<file path="src/rtl/fetch_pkg.sv">
// Shared constants and FSM state type for the fetch stage.
package fetch_pkg;

  localparam int unsigned OPCODE_MSB = 31;
  localparam int unsigned OPCODE_LSB = 26;
  localparam int unsigned OPCODE_W   = OPCODE_MSB - OPCODE_LSB + 1;

  localparam logic [OPCODE_W-1:0] JUMP_OP = 6'b010111;
  localparam logic [OPCODE_W-1:0] HALT_OP = 6'b111111;

  typedef enum logic [1:0] {
    BOOT = 2'd0,
    RUN  = 2'd1,
    HALT = 2'd2
  } state_e;

endpackage

</file>
<file path="src/rtl/fetch_next_pc.sv">
// Next-PC selection: redirect beats early jump, which beats wrapping increment.
module fetch_next_pc
  import fetch_pkg::*;
#(
  parameter int unsigned ADDR_WIDTH = 10
) (
  input  logic [ADDR_WIDTH-1:0] pc,
  input  logic [OPCODE_W-1:0]   opcode,
  input  logic [ADDR_WIDTH-1:0] jump_target,
  input  logic                  redirect_valid,
  input  logic [ADDR_WIDTH-1:0] redirect_pc,
  output logic [ADDR_WIDTH-1:0] next_pc_c
);

  always_comb begin
    next_pc_c = pc + ADDR_WIDTH'(1);
    if (redirect_valid) begin
      next_pc_c = redirect_pc;
    end else if (opcode == JUMP_OP) begin
      next_pc_c = jump_target;
    end
  end

endmodule

</file>
<file path="src/rtl/fetch_unit.sv">
// PC/fetch stage feeding decode through a valid/ready instruction register.
// Optional halt-opcode support is compiled in with FETCH_HALT_EN.
module fetch_unit
  import fetch_pkg::*;
#(
  parameter int unsigned ADDR_WIDTH  = 10,
  parameter int unsigned INSTR_WIDTH = 32,
  parameter int unsigned RESET_PC    = 0,
  parameter int unsigned BOOT_CYCLES = 1
) (
  input  logic                   clock,
  input  logic                   reset,
  output logic [ADDR_WIDTH-1:0]  addy,
  input  logic [INSTR_WIDTH-1:0] mem_data,
  input  logic                   redirect_valid,
  input  logic [ADDR_WIDTH-1:0]  redirect_pc,
  output logic [INSTR_WIDTH-1:0] instr_out,
  output logic [ADDR_WIDTH-1:0]  instr_pc,
  output logic                   instr_valid,
  input  logic                   instr_ready,
  output logic                   halted
);

  localparam int unsigned CNT_W = 4;

  state_e                 state_q, state_d;
  logic [CNT_W-1:0]       boot_cnt_q, boot_cnt_d;
  logic [ADDR_WIDTH-1:0]  pc_q, pc_d;
  logic [INSTR_WIDTH-1:0] instr_q, instr_d;
  logic [ADDR_WIDTH-1:0]  ipc_q, ipc_d;
  logic                   valid_q, valid_d;
  logic                   load_c;
  logic [ADDR_WIDTH-1:0]  next_pc_c;

  fetch_next_pc #(
    .ADDR_WIDTH(ADDR_WIDTH)
  ) u_next_pc (
    .pc             (pc_q),
    .opcode         (mem_data[OPCODE_MSB:OPCODE_LSB]),
    .jump_target    (mem_data[ADDR_WIDTH-1:0]),
    .redirect_valid (redirect_valid),
    .redirect_pc    (redirect_pc),
    .next_pc_c      (next_pc_c)
  );

`ifdef FETCH_HALT_EN
  logic halted_q, halted_d;
  assign halted = halted_q;
`else
  assign halted = 1'b0;
`endif

  assign addy        = pc_q;
  assign instr_out   = instr_q;
  assign instr_pc    = ipc_q;
  assign instr_valid = valid_q;

  always_ff @(posedge clock or posedge reset) begin
    if (reset) begin
      state_q    <= BOOT;
      boot_cnt_q <= '0;
      pc_q       <= ADDR_WIDTH'(RESET_PC);
      instr_q    <= '0;
      ipc_q      <= '0;
      valid_q    <= 1'b0;
`ifdef FETCH_HALT_EN
      halted_q   <= 1'b0;
`endif
    end else begin
      state_q    <= state_d;
      boot_cnt_q <= boot_cnt_d;
      pc_q       <= pc_d;
      instr_q    <= instr_d;
      ipc_q      <= ipc_d;
      valid_q    <= valid_d;
`ifdef FETCH_HALT_EN
      halted_q   <= halted_d;
`endif
    end
  end

  always_comb begin
    state_d    = state_q;
    boot_cnt_d = boot_cnt_q;
    pc_d       = pc_q;
    instr_d    = instr_q;
    ipc_d      = ipc_q;
    valid_d    = valid_q;
`ifdef FETCH_HALT_EN
    halted_d   = halted_q;
`endif
    load_c = (state_q == RUN) && !redirect_valid && (!valid_q || instr_ready);

    // Drain: any cycle that consumes the register without refilling it.
    if (instr_ready && !load_c) begin
      valid_d = 1'b0;
    end

    case (state_q)
      BOOT: begin
        if (boot_cnt_q == CNT_W'(BOOT_CYCLES - 1)) begin
          state_d = RUN;
        end else begin
          boot_cnt_d = boot_cnt_q + CNT_W'(1);
        end
      end
      RUN: begin
        if (redirect_valid) begin
          pc_d    = next_pc_c;
          valid_d = 1'b0;
        end else if (load_c) begin
          instr_d = mem_data;
          ipc_d   = pc_q;
          valid_d = 1'b1;
          pc_d    = next_pc_c;
`ifdef FETCH_HALT_EN
          if (mem_data[OPCODE_MSB:OPCODE_LSB] == HALT_OP) begin
            pc_d     = pc_q;
            state_d  = HALT;
            halted_d = 1'b1;
          end
`endif
        end
      end
      default: begin
      end
    endcase
  end

endmodule

</file>
<file path="config.mk">
export PLATFORM = sky130hd
export DESIGN_NAME = fetch_unit
export DESIGN_NICKNAME = d
export VERILOG_FILES = /design/src/rtl/fetch_pkg.sv /design/src/rtl/fetch_next_pc.sv /design/src/rtl/fetch_unit.sv
export SDC_FILE = /design/constraint.sdc
export NUM_CORES = 1
export LEC_CHECK = 0
export CORE_MARGIN = 8
export CORE_UTILIZATION = 55
export DETAILED_ROUTE_END_ITERATION = 16
export DONT_BUFFER_PORTS = 1
export PLACE_DENSITY_LB_ADDON = 0.1
export SLEW_MARGIN = 20
export SYNTH_ARGS = -nofsm -noshare
export SYNTH_HDL_FRONTEND = slang
export SYNTH_SLANG_ARGS = --single-unit
</file>
<file path="constraint.sdc">
create_clock -name clock -period 2.6 [get_ports clock]
set_input_delay 0.78 -clock clock [delete_from_list [all_inputs] [get_ports clock]]
set_output_delay 0.78 -clock clock [all_outputs]
set_load 0.02 [all_outputs]
</file>
==> metrics.md <==
| Metric | Value |
|---|---|
| Post-synth EDFFs | 0 |
| RSZ-0062 raised after global routing | false |
| Max VDD drop | 0.402 mV |
| Vias | between 1500 and 2000 |
| CTS resizes | 0 |
| GRT Util Overall | between 15 and 20% |
| Syn avg cell area | 12.2 sq um |
| # Post-CTS Setup Buffers | 0 |
| Met3 WL | 610 um |
| Total CTS buffers | 9 |
| Cell variety after synth | 41 |
| Post-synth net total | 265 |
| Hold_buf cts | 0 |
| HP Class | in2async |
| Critical Path Sink Type | register |
| Met1 Routed Length | 2300 um |
| FFs w/ async S/R, synth | 100% |
| Classification of the worst setup path | reg2reg |
| DP Cell Count | 263 |
| Largest net degree at the start of global routing | 35 |
| Setup crit start kind | register |
| Placer congestion estimate | roughly 0.74 |
| Area leader, netlist | dfrtp_1 |
| Clk_lat worst skew | 0.33 ns |
| Setup skew after layout | 0.00797 ns |
| Setup-failing EPs final | 0 |
| Share of layout cells above drive strength 1 | 29.3% |
| Post-DRT Antenna Nets | 0 |
| Congestion Overflow GR | 0 |
| N_diodes | 0 |
| Die Wd | 85.3 um |
| Core Area | 4690 sq um |
| Most frequent cells in the layout | dfrtp_1, mux2_2, nor3_1 |
| Synth Instances | 216 |
| Highest Signal Layer | met4 |
| Clk pin slew, worst setup/hold paths | 0.07 ns |
| Die height | 85.3 um |
| Register area share after synthesis | a little over half |
| Met2 routed WL | about 3000 um |
| Initial Util | a little under three fifths |
| Mapped Area | 2640 sq um |
| H-Tree Depth | 3 |
| Max Fclk | 574 MHz |
| HPWL after detailed placement | ~4600 um |
| Wire per inst | 21.7 um |
| Final Hold Viols | 0 |
| R2r worst-path depth | 5 |
| Fin. max-slew vios | 0 |
| I/O pin cnt | 100 |
| Fin util | 60.8% |
| CTS tree | yes |
| First-pass GRT wire length | 9560 um |
| First-pass iteration count of the detailed router | 4 |
| Nets | 269 |
| Synth-to-layout area growth | 8.00% |
| Critical Path RT | 2.81 ns |
| Ranking of synthesized cells by area | dfrtp_1, mux2_2, nor3_1 |
| Initial antenna violation count | 0 |
| Commonest non-fill, non-tap cell in the layout | dfrtp_1 |
| Yosys Warn Count | 0 |
| Leak pwr | 0.00121 uW |
| Status | finished clean |
| FF+latch count, synth | 58 |
| Detailed Route Iter0 Violations | 58 |
| Top-area cell type share of the netlist area | between 50% and 60% |
| Crit-path max FO | 8 |
| # DRC | 0 |
| Post-synth top flop | dfrtp_1 |
| TNS Setup | 0 ns |
| Number of global-route vias before repair | between 1500 and 2000 |
| Power Density | a little over 800 nW/um^2 |
| Post-Route WL | ~6000 um |
| CTS Sinks | 58 |
| Die Area | 7280 sq um |
| CP arrival | 1.95 ns |
| Clk buf depth | 2 |
| DR vias/cell | 6.11 |
| Non-filler cells in the finished layout | around 280 |
| Min Tclk post-route | 1.74 ns |
| Period Utilization, post-route | 67.0% |
| Max-cap viol count | 0 |
| FP Rows | 25 |
| Input/output buffers | 0 |
| Root buffer cell | clkbuf_8 |
sequential cells by signal, summed over array words and instances (netlist names):
name / count
instr_out: 32
addy: 10
instr_pc: 10
boot_cnt_q: 4
instr_valid: 1
state_q: 1
where the power goes:
| group | leakage (uW) | switching, uW | internal (uW) |
|---|---|---|---|
| sequential | 0.000690 | 276 | 1020 |
| clock | 0.0000893 | 345 | 439 |
| combinational | 0.000430 | 109 | 136 |
| total | 0.00121 | 729 | 1600 |
worst max-delay path, cell delays in order, from the launching register on:
cell,delay [ns]
dfrtp_1,0.61
ha_1,0.29
nand4_1,0.20
o21a_1,0.25
nor3_1,0.18
o31ai_1,0.09
cells in the mapped netlist, types with 2 or more instances:
cell type	n
nor4_1	2
o31ai_1	5
nand4_1	2
nand2_1	7
nor3_1	14
xnor2_1	5
nor2b_1	3
mux2_2	41
o21a_1	4
buf_2	6
buf_6	3
o31a_1	2
o21ai_0	6
dfrtp_1	58
nand3_1	5
and3_1	5
a21oi_1	7
inv_1	7
nor2_1	8
nand2b_1	2
o41ai_1	2
ha_1	3
worst paths after layout:
check                                               start                   endpoint  slack [ns]
worst min-delay path                                reset  instr_out[24]$_DFFE_PP0P_        0.35
worst min register to register  boot_cnt_q[3]$_DFFE_PP0P_  boot_cnt_q[3]$_DFFE_PP0P_        0.49
worst max register to register        addy[0]$_DFFE_PP0P_        addy[8]$_DFFE_PP0P_        0.86
max in group asynchronous                           reset  boot_cnt_q[0]$_DFFE_PP0P_        1.62
min in group clock              boot_cnt_q[3]$_DFFE_PP0P_  boot_cnt_q[3]$_DFFE_PP0P_        0.49
worst max-delay path                  addy[0]$_DFFE_PP0P_        addy[8]$_DFFE_PP0P_        0.86
logic make-up after synthesis:
kind of cell | count (synthesis) | share of synthesized area [%]
other cells | 1 | 0.142
flops | 58 | 54.9
mux | 42 | 17.9
simple gates | 56 | 12.2
buf+inv | 20 | 4.17
xor+xnor | 5 | 1.66
compound gates | 31 | 7.67
fa+ha+maj | 3 | 1.42
routing by layer:
metal	vias to the layer above	track usage, %
li1	776	-
met1	834	18.1
met2	79	27.5
met3	15	7.05
met4	0	10.8
met5	-	0
stage by stage:
stage | total power, uW | hold WS [ns] | worst slack [ns] | instance area (sq um)
2_1_floorplan | 1490 | 0.436 | 0.392 | 2640
3_3_place_gp | 1550 | 0.454 | 0.677 | 2670
3_5_place_dp | 1560 | 0.478 | 0.581 | 2670
4_1_cts | 2360 | 0.352 | 0.838 | 2850
5_1_grt | 2430 | 0.383 | 0.706 | 2850
6_report | 2330 | 0.354 | 0.859 | 2850
cell type report:
cell class,instances,area (sq um)
Inverter,8,30.0
Timing Repair Buffer,5,37.5
Tap cell,54,67.6
Clock inverter,5,55.1
Fill cell,391,1840
Clock buffer,11,131
Multi-Input combinational cell,138,1080
Sequential cell,58,1450
No activity file was read; power rests on OpenSTA's default activity.
